[config.mk]
export PLATFORM = sky130hd
export DESIGN_NAME = dr_sync_capture
export DESIGN_NICKNAME = d
export VERILOG_FILES = /design/src/rtl/dr_sync_capture.sv
export SDC_FILE = /design/constraint.sdc
export NUM_CORES = 1
export LEC_CHECK = 0
export BUFFER_PORTS_ARGS = -buffer_cell sky130_fd_sc_hd__buf_2
export CORE_ASPECT_RATIO = 0.7
export CORE_MARGIN = 3
export CORE_UTILIZATION = 50
export CTS_CLUSTER_DIAMETER = 50
export CTS_CLUSTER_SIZE = 24
export DETAILED_ROUTE_END_ITERATION = 16
export MAX_ROUTING_LAYER = met4
export PLACE_DENSITY = 0.76
export RECOVER_POWER = 25
export SLEW_MARGIN = 20
export SYNTH_ARGS = -nofsm -noshare
export SYNTH_HDL_FRONTEND = slang
export SYNTH_SLANG_ARGS = --single-unit
[constraint.sdc]
create_clock -name cp -period 3.3 [get_ports cp]
set_input_delay 0.495 -clock cp [delete_from_list [all_inputs] [get_ports cp]]
set_output_delay 0.495 -clock cp [all_outputs]
set_load 0.03 [all_outputs]
[src/rtl/dr_sync_capture.sv]
// Clocked receiver for a dual-rail completion detector: synchronises done, captures
// the settled word into a valid/ready register and drives the return-to-zero acknowledge.
module dr_sync_capture #(
  parameter int W           = 4,
  parameter int SYNC_STAGES = 2,
  parameter int TIMEOUT     = 255
) (
  input  logic         cp,
  input  logic         cdn,
  input  logic [W-1:0] d_1,
  input  logic [W-1:0] d_0,
  input  logic         done,
  output logic         ack,
  output logic [W-1:0] q,
  output logic         q_valid,
  input  logic         q_ready,
  output logic         err,
  output logic         tout
);

  localparam int CNT_W = (TIMEOUT < 1) ? 1 : $clog2(TIMEOUT + 1);
  localparam logic [CNT_W-1:0] TMAX = CNT_W'(TIMEOUT);

  typedef enum logic [1:0] {RST_SP, EVAL, RTZ} state_t;

  state_t                 state_q, state_d;
  logic [SYNC_STAGES-1:0] sync_q, sync_d;
  logic                   ack_q, ack_d;
  logic [W-1:0]           q_q, q_d;
  logic                   qv_q, qv_d;
  logic                   err_q, err_d;
  logic                   tout_q, tout_d;
  logic [CNT_W-1:0]       cnt_q, cnt_d;
  logic                   done_s;
  logic                   slot_free;
  logic                   capture;
  logic                   count;

  assign sync_d    = {sync_q[SYNC_STAGES-2:0], done};
  assign done_s    = sync_q[SYNC_STAGES-1];
  assign slot_free = ~qv_q | q_ready;

  always_ff @(posedge cp) begin
    if (!cdn) begin
      state_q <= RST_SP;
      sync_q  <= '1;
      ack_q   <= 1'b1;
      q_q     <= '0;
      qv_q    <= 1'b0;
      err_q   <= 1'b0;
      tout_q  <= 1'b0;
      cnt_q   <= '0;
    end else begin
      state_q <= state_d;
      sync_q  <= sync_d;
      ack_q   <= ack_d;
      q_q     <= q_d;
      qv_q    <= qv_d;
      err_q   <= err_d;
      tout_q  <= tout_d;
      cnt_q   <= cnt_d;
    end
  end

  always_comb begin
    state_d = state_q;
    ack_d   = ack_q;
    q_d     = q_q;
    qv_d    = qv_q & ~q_ready;
    err_d   = err_q;
    tout_d  = tout_q;
    cnt_d   = cnt_q;
    capture = 1'b0;
    count   = 1'b0;

    case (state_q)
      RST_SP, RTZ: begin
        count = 1'b1;
        if (!done_s) begin
          state_d = EVAL;
          ack_d   = 1'b0;
        end
      end
      EVAL: begin
        if (!done_s) begin
          count = 1'b1;
        end else if (slot_free) begin
          capture = 1'b1;
          state_d = RTZ;
          ack_d   = 1'b1;
        end
      end
      default: begin
        state_d = RST_SP;
        ack_d   = 1'b1;
      end
    endcase

    // A pair with both rails equal is a code violation; the word is still taken.
    if (capture) begin
      q_d  = d_1;
      qv_d = 1'b1;
      if (|(~(d_1 ^ d_0))) err_d = 1'b1;
    end

    if (state_d != state_q) begin
      cnt_d = '0;
    end else if (count && (TIMEOUT != 0)) begin
      cnt_d = (cnt_q == TMAX) ? cnt_q : cnt_q + CNT_W'(1);
      if (cnt_d == TMAX) tout_d = 1'b1;
    end
  end

  assign ack     = ack_q;
  assign q       = q_q;
  assign q_valid = qv_q;
  assign err     = err_q;
  assign tout    = tout_q;

endmodule

==> results of run 1 <==
[registers in the layout (all words and copies together) (netlist names)]
name and cells:
sync_q 2, err 1, state_q 2, q 4, ack 1, cnt_q 8, q_valid 1, tout 1
[Yosys cell counts, types with 3 or more instances]
library cell and count:
nor2b_1 5, xor2_1 6, a21oi_1 3, nand2_1 11, clkbuf_1 3, o21ai_0 5
mux2i_1 7, nor2_1 12, buf_4 3, nand2b_1 4, inv_1 4, o211ai_1 3
nand3_1 6, dfxtp_1 20
[final cells by class]
cell class | count | area [um2] | area share
inverter | 4 | 15.0 | 0.0130
clock buffer | 4 | 36.3 | 0.0314
sequential | 20 | 400 | 0.346
multi-input combinational | 91 | 586 | 0.506
tap | 22 | 27.5 | 0.0238
timing repair buffer | 19 | 91.3 | 0.0790
[path summary, 6_finish.rpt]
check / startpoint / to / slack, ns / depth (start not counted)
max: cnt_q[0] / tout / 1.34 / 5
min: done / sync_q[0] / 0.37 / 2
max reg2reg: cnt_q[0] / tout / 1.34 / 5
min reg2reg: sync_q[0] / sync_q[1] / 0.43 / 1
[per-layer routing]
layer,vias to the layer above,track usage
li1,466,-
met1,418,0.245
met2,28,0.252
met3,4,0.0612
met4,0,0.0909
met5,-,-
[stage by stage]
step           cells  hold slack, ns  cell area (um2)  utilization
2_1_floorplan    123           0.386             1050            -
5_1_grt          160           0.374             1160        0.602
3_3_place_gp     156           0.392             1120        0.585
4_1_cts          160           0.358             1160        0.604
6_report         160           0.373             1160        0.602
3_5_place_dp     156           0.406             1120        0.585
[logic make-up (layout without fill, tap and decap cells)]
logic type               Yosys count  count (layout)  share of synthesized area
adder cells (fa/ha/maj)            1               1                     0.0119
buffers and inverters             12              27                     0.0619
AND/OR/NAND/NOR                   49              49                      0.237
flip-flops                        20              20                      0.381
multiplexers                       7               7                     0.0667
AO/OA/AOI/OAI                     27              27                      0.183
XOR/XNOR                           7               7                     0.0583
[power by group]
group / internal (W) / switching (W) / leakage (nW)
clock network: 0.0000674 / 0.0000743 / 0.0210
registers: 0.000249 / 0.00000784 / 0.163
logic: 0.0000211 / 0.0000287 / 0.287
[critical path: cells and delay by family, from the launching register on]
| family | cells | cell delay [ns] |
|---|---|---|
| and+or+nand+nor | 2 | 0.66 |
| adders and majority gates | 1 | 0.45 |
| DFF | 1 | 0.43 |
| AOI/OAI and AO/OA | 2 | 0.36 |
==> impl_metrics.tcl, run 1 <==
set metrics [dict create \
    crit_chain "ha_1 > nand4_2 > or3_1 > a211oi_2 > a32o_1" \
    netlist_instances 123 \
    cts_tree "done" \
    postCtsHoldBufs 0 \
    clockBufferDepth 2 \
    required_ns 3.56 \
    async_reset_ff_frac 0 \
    ys.flop_type "dfxtp_1" \
    wl_met3_um 126 \
    cts.sinks 20 \
    final_antenna_net_count 0 \
    gp_congestion 1.00 \
    placement.io_buffers 19 \
    grt_overflow 0 \
    synth_edf_count 0 \
    area_delta_synth_final_pct 10.0 \
    avgSynthCellArea_um2 8.54 \
    drive_above_1_share 0.167 \
    nets 152 \
    worstSetupPathType "flip-flop to flip-flop" \
    h-tree-depth 1 \
    finalSetupViolCount 0 \
    rows 13 \
    antenna_found_initial 0 \
    syn_nets 136 \
    ios 20 \
    num_antenna_cells 0 \
    hold_viol_final 0 \
    grt_first_pass_wirelength_um 3510 \
    clk_pin_slew_worst_paths_ns 0.11 \
    skew_ns 0.00522 \
    die_area_um2 2700 \
    synth_top_cell_by_area "dfxtp_1" \
    vdd_ir_drop_max_uv 250 \
    status "finished clean" \
    n_fill_cell 169 \
    end_kind "flip-flop" \
    wl_met1_um 964 \
    dp_hpwl_um 1500 \
    worst_setup_path_start_kind "flip-flop" \
    totalWireLength_um 2030 \
    firstDrtPassIters 4 \
    max_stage_delay_ns 0.45 \
    power_w 0.000448 \
    core_area_um2 1920 \
    root_buffer "clkbuf_4" \
    drtIter0Drc 30 \
    cts_resized 0 \
    fin_setup_tns_ns 0 \
    die-height_um 44.4 \
    ys_types 39 \
    rsz0062_at_grt "no" \
    fmax_mhz 511 \
    synth_seq_area_share 0.381 \
    layout_min_cycle_time_ns 1.96 \
    start_util 0.548 \
    vias 916 \
    leakage_nw 0.471 \
    wire_per_inst_um 12.7 \
    maxCapViolCount 0 \
    period_share 0.593 \
    die_x_um 60.8 \
    drc 0 \
    grt_pass1_vias 758 \
    synth_top_area_share 0.381 \
    final_common_cell "dfxtp_1" \
    synth_area_leaders "dfxtp_1 38%, mux2i_1 6.7%, xor2_1 5.0%, nor2_1 4.3%, nand2_1 3.9%" \
    vias_per_cell 5.73 \
    tightest_slew_ns 0.657 \
    place_ws_ns 1.37 \
    netlist_area_um2 1050 \
    grt.total_usage 0.186 \
    top_layer_used "met4" \
    grt_max_degree 14 \
    ys_seq_elements 20 \
    insertion_delay_ns 0.31 \
    layout_common_cells "20 x dfxtp_1, 16 x buf_2, 12 x nor2_1, 11 x nand2_1, 7 x mux2i_1" \
    worst_ep_arrival_time_ns 2.21 \
    cp_slowest_cell "ha_1" \
    slew_viol_final 0 \
    critPathMaxFanout 13 \
    synth_warnings 0 \
    pwr_density_cell_nw_per_um2 388 \
    wl_met2_um 903 \
    timing.final.ws_setup_ns 1.34 \
    cts_buffers 3 \
    min_path_type "input port to flip-flop" \
    postCtsSetupRepairBufs 0 \
    slew_headroom 0.561 \
]
(Power assumes the default switching activity.)
==> run 2, diff against run 1 <==
--- a/config.mk
+++ b/config.mk
@@ -5,6 +5,7 @@
 export SDC_FILE = /design/constraint.sdc
 export NUM_CORES = 1
 export LEC_CHECK = 0
+export ABC_AREA = 1
 export BUFFER_PORTS_ARGS = -buffer_cell sky130_fd_sc_hd__buf_2
 export CORE_ASPECT_RATIO = 0.7
 export CORE_MARGIN = 3
==> constraint.sdc (replaced) <==
create_clock -name cp -period 1.97 [get_ports cp]
set_input_delay 0.2955 -clock cp [delete_from_list [all_inputs] [get_ports cp]]
set_output_delay 0.2955 -clock cp [all_outputs]
set_load 0.03 [all_outputs]
==> run 2 against run 1 <==
Highest routed layer unchanged. Non-clock buffer count increased by 1. Synthesized cell count up 15%. Count of clock-buffer cells in the layout decreased by 1. Worst setup slack lost 0.93 ns. Wire length is 0.64% higher.
==> impl_metrics.tcl, run 2 <==
set metrics [dict create \
    h-tree-depth 1 \
    worstSetupPathType "flip-flop to flip-flop" \
    totalWireLength_um 2050 \
    netlist_area_um2 1020 \
    slew_headroom 0.757 \
    critPathMaxFanout 5 \
    cp_slowest_cell "dfxtp_1" \
    postCtsHoldBufs 0 \
    crit_chain "ha_1 > inv_1 > nor2_4 > nand3_1 > nand3_2 > nand2_1 > nor2_2 > nand3_2 > a21oi_2" \
    grt_first_pass_wirelength_um 3240 \
    final_common_cell "nand2_1" \
    num_antenna_cells 0 \
    cts_resized 0 \
    crit_top_cell "nand3_2" \
    synth.top_cells.by_count "28 x nand2_1, 23 x nor2_1, 20 x dfxtp_1" \
    leakage_nw 0.529 \
    nets 180 \
    core_area_um2 1900 \
    cts_buffers 3 \
    synth_top_cell_by_area "dfxtp_1" \
    rows 13 \
    dp_hpwl_um 1630 \
    utilization 0.629 \
    dp.cells 184 \
    synth_area_leaders "dfxtp_1 39%, nand2_1 10%, nor2_1 8.4%, inv_1 6.6%, xor2_1 5.1%" \
    finalSetupViolCount 0 \
    area_delta_synth_final_pct 17.1 \
    die_x_um 60.0 \
    layout_common_cells "28 x nand2_1, 23 x nor2_1, 20 x dfxtp_1, 18 x inv_1, 16 x buf_2" \
    firstDrtPassIters 4 \
    skew_ns 0.0146 \
    ios 20 \
    regMostFlops "cnt_q" \
    die_area_um2 2630 \
    status "finished clean" \
    vias_per_cell 5.06 \
    vdd_ir_drop_max_uv 803 \
    ys_seq_elements 20 \
    worst_setup_path_start_kind "flip-flop" \
    cts_tree "done" \
    grt_max_degree 13 \
    drc 0 \
    ys_types 23 \
    synth_top_area_share 0.392 \
    final_antenna_net_count 0 \
    pwr_density_cell_nw_per_um2 738 \
    root_buffer "clkbuf_4" \
    drive_above_1_share 0.205 \
    ys.flop_type "dfxtp_1" \
    slew_viol_final 0 \
    period_share 0.789 \
    fin_setup_tns_ns 0 \
    end_kind "flip-flop" \
    grt.total_usage 0.169 \
    largest_register_ffs 8 \
    critPathTopFamily "simple AND/OR/NAND/NOR gates" \
    fin_cells 188 \
    synth_seq_area_share 0.392 \
    cts.sinks 20 \
    start_util 0.537 \
    wire_per_inst_um 10.9 \
    grt_overflow 0 \
    layout_min_cycle_time_ns 1.55 \
    syn_nets 155 \
    antenna_found_initial 0 \
    hold_viol_final 0 \
    drtIter0Drc 25 \
    min_path_type "input port to flip-flop" \
    fmax_mhz 643 \
    clockBufferDepth 2 \
    synth.most_common_cell "nand2_1" \
    tightest_slew_ns 0.366 \
    worst_ep_arrival_time_ns 1.81 \
    critPathBufInv 1 \
    async_reset_ff_frac 0 \
    synth_edf_count 0 \
    power_w 0.000883 \
    synth_warnings 0 \
    rsz0062_at_grt "no" \
    required_ns 2.23 \
    avgSynthCellArea_um2 7.20 \
    grt_pass1_vias 795 \
    gp_congestion 0.868 \
    vias 951 \
    die-height_um 43.8 \
    placement.io_buffers 19 \
    clk_pin_slew_worst_paths_ns 0.12 \
    postCtsSetupRepairBufs 0 \
    insertion_delay_ns 0.31 \
    netlist_instances 142 \
    max_stage_delay_ns 0.42 \
    maxCapViolCount 0 \
]
-- run 2: cell type report --
| cell class | instances | area (um2) |
|---|---|---|
| Tap cell | 22 | 27.5 |
| Clock inverter | 1 | 30.0 |
| Inverter | 19 | 71.3 |
| Sequential cell | 20 | 400 |
| Fill cell | 175 | 706 |
| Clock buffer | 3 | 22.5 |
| Multi-Input combinational cell | 103 | 551 |
| Timing Repair Buffer | 20 | 95.1 |
-- run 2: cells by family after synthesis --
kind of cell	Yosys count	synth area share
adders and majority gates	1	0.0122
AOI/OAI and AO/OA	26	0.155
DFF	20	0.392
buffers and inverters	19	0.0698
and+or+nand+nor	69	0.311
xor gates and xnor gates	7	0.0600
-- run 2: worst paths after layout --
| path | from | to | slack [ns] | cells past startpoint |
|---|---|---|---|---|
| max | cnt_q[1] | tout | 0.42 | 9 |
| min | done | sync_q[0] | 0.16 | 2 |
| max reg2reg | cnt_q[1] | tout | 0.42 | 9 |
| min reg2reg | sync_q[0] | sync_q[1] | 0.44 | 1 |
-- run 2: metal layers --
layer | GRT usage | routed length, um | vias to the layer above | part of all wire
met4 | 0.0398 | 8 | 0 | 0.0039
met3 | 0.0536 | 120 | 2 | 0.059
met5 | - | 0 | - | 0
met1 | 0.225 | 1020 | 416 | 0.50
met2 | 0.248 | 892 | 28 | 0.44
li1 | - | - | 505 | -
-- run 2: report_power, final --
| part | total [W] | switching [W] | internal (W) | leakage (nW) |
|---|---|---|---|---|
| combinational | 0.000108 | 0.0000677 | 0.0000399 | 0.338 |
| sequential | 0.000439 | 0.0000163 | 0.000422 | 0.163 |
| clock | 0.000337 | 0.000131 | 0.000206 | 0.0279 |
-- run 2: through the flow --
stage,setup WS [ns],hold slack (ns),instance area [um2]
floorplan,0.586,0.365,1020
global placement,0.507,0.403,1150
detailed placement,0.431,0.411,1150
CTS,0.417,0.154,1200
global route,0.242,0.142,1200
finish,0.415,0.162,1200
==> run 3, diff against run 2 <==
--- a/config.mk
+++ b/config.mk
@@ -5,11 +5,11 @@
 export SDC_FILE = /design/constraint.sdc
 export NUM_CORES = 1
 export LEC_CHECK = 0
-export ABC_AREA = 1
+export ABC_AREA = 0
 export BUFFER_PORTS_ARGS = -buffer_cell sky130_fd_sc_hd__buf_2
 export CORE_ASPECT_RATIO = 0.7
 export CORE_MARGIN = 3
-export CORE_UTILIZATION = 50
+export CORE_UTILIZATION = 48
 export CTS_CLUSTER_DIAMETER = 50
 export CTS_CLUSTER_SIZE = 24
 export DETAILED_ROUTE_END_ITERATION = 16
==> constraint.sdc (replaced) <==
create_clock -name cp -period 1.4 [get_ports cp]
set_input_delay 0.21 -clock cp [delete_from_list [all_inputs] [get_ports cp]]
set_output_delay 0.21 -clock cp [all_outputs]
set_load 0.03 [all_outputs]
==> run 3 against run 2 <==
The flow now finishes with violations (setup timing). Combinational power rose by 50%. Cell area rose by 17%. Highest routed layer unchanged. Total power rose by 25%. Critical path depth fell by 4. Largest cell class unchanged. Non-clock buffer count rose by 15.
==> impl_metrics.tcl, run 3 (synthesized netlist as in run 1, its figures left out) <==
set metrics [dict create \
    dp_hpwl_um 2030 \
    timing.final.ws_setup_ns -0.129 \
    cts_tree "done" \
    regArea_um2 412 \
    area_delta_synth_final_pct 33.1 \
    worst_setup_path_start_kind "flip-flop" \
    cts_buffers 3 \
    maxCapViolCount 0 \
    clk_pin_slew_worst_paths_ns 0.11 \
    status "finished, violations left" \
    skew_ns 0.00839 \
    largest_register_ffs 8 \
    fin_setup_tns_ns -0.146 \
    nets 168 \
    fmax_mhz 654 \
    place_ws_ns -0.0873 \
    r2r_slack_ns -0.13 \
    totalWireLength_um 2820 \
    pwr_density_cell_nw_per_um2 787 \
    slew_viol_final 0 \
    clockBufferDepth 2 \
    rows 13 \
    fin_area_um2 1400 \
    postCtsHoldBufs 0 \
    critPathMaxFanout 6 \
    n_fill_cell 164 \
    grt_pass1_vias 974 \
    cts.sinks 20 \
    die_x_um 61.9 \
    layout_common_cells "19 x buf_2, 16 x buf_4, 15 x dfxtp_1, 11 x nand2_1, 11 x nor2_1" \
    final_antenna_net_count 0 \
    vias 1008 \
    die_area_um2 2800 \
    tightest_slew_ns 0.295 \
    antenna_found_initial 0 \
    worstSetupPathType "flip-flop to flip-flop" \
    drive_above_1_share 0.390 \
    slew_headroom 0.801 \
    gp_congestion 0.921 \
    rsz0062_at_grt "yes" \
    period_share 1.09 \
    required_ns 1.65 \
    grt_max_degree 13 \
    num_antenna_cells 0 \
    ios 20 \
    vdd_ir_drop_max_uv 697 \
    regMostFlops "cnt_q" \
    end_kind "flip-flop" \
    grt_first_pass_wirelength_um 4400 \
    h-tree-depth 1 \
    final_common_cell "buf_2" \
    placement.io_buffers 19 \
    grt.total_usage 0.223 \
    min_path_type "input port to flip-flop" \
    wire_per_inst_um 15.3 \
    die-height_um 45.2 \
    multiInputGateArea_um2 683 \
    hold_viol_final 0 \
    start_util 0.534 \
    placed_cell_area_um2 1270 \
    leakage_nw 0.580 \
    grt_overflow 0 \
    vias_per_cell 5.48 \
    violations "setup timing" \
    finalSetupViolCount 2 \
    root_buffer "clkbuf_4" \
    layout_min_cycle_time_ns 1.53 \
    core_area_um2 1970 \
    worst_ep_arrival_time_ns 1.78 \
    utilization 0.711 \
    insertion_delay_ns 0.30 \
    drtIter0Drc 72 \
    drc 0 \
    firstDrtPassIters 4 \
]
run 3: where the power goes:
| part | internal, W | switching, W |
|---|---|---|
| sequential | 0.000589 | 0.0000212 |
| combinational | 0.0000745 | 0.0000873 |
| clock | 0.000159 | 0.000171 |
| total | 0.000822 | 0.000279 |
run 3: path summary, 6_finish.rpt:
path	startpoint	to	cells past startpoint
max reg2reg	cnt_q[0]	tout	5
min	done	sync_q[0]	2
max	cnt_q[0]	tout	5
min reg2reg	sync_q[0]	sync_q[1]	1
run 3: critical path, cell delays in order (launching register included):
cell	delay (ns)
dfxtp_4	0.39
ha_4	0.16
nand4_4	0.15
or3_1	0.36
a211oi_2	0.22
a32o_1	0.20
run 3: stage by stage:
| stage | hold WS (ns) | instances | total power, W |
|---|---|---|---|
| 2_1_floorplan | 0.283 | 123 | 0.000709 |
| 3_3_place_gp | 0.391 | 178 | 0.000756 |
| 3_5_place_dp | 0.396 | 178 | 0.000764 |
| 4_1_cts | 0.0785 | 182 | 0.00109 |
| 5_1_grt | 0.0794 | 184 | 0.00116 |
| 6_report | 0.0880 | 184 | 0.00110 |
run 3: layout make-up:
cell class,instances,area share
clock buffers,4,0.0259
inverters,4,0.0107
multi-input cells,91,0.488
flip-flops and latches,20,0.294
well taps,30,0.0268
repair buffers,35,0.154
run 3: metal layers:
layer	global-route usage	vias to the layer above	share of wire	routed length (um)
met2	0.349	31	0.50	1420
met1	0.281	476	0.44	1240
li1	-	493	-	-
met4	0.0763	0	0.020	57
met5	-	-	0	0
met3	0.0543	8	0.036	102
run 3: timing repair:
| item | CTS | global route |
|---|---|---|
| pin swaps | 1 | 4 |
| endpoints found under the setup margin | 12 | 13 |
| gates resized for setup | 4 | 13 |
| setup buffers | 0 | 2 |
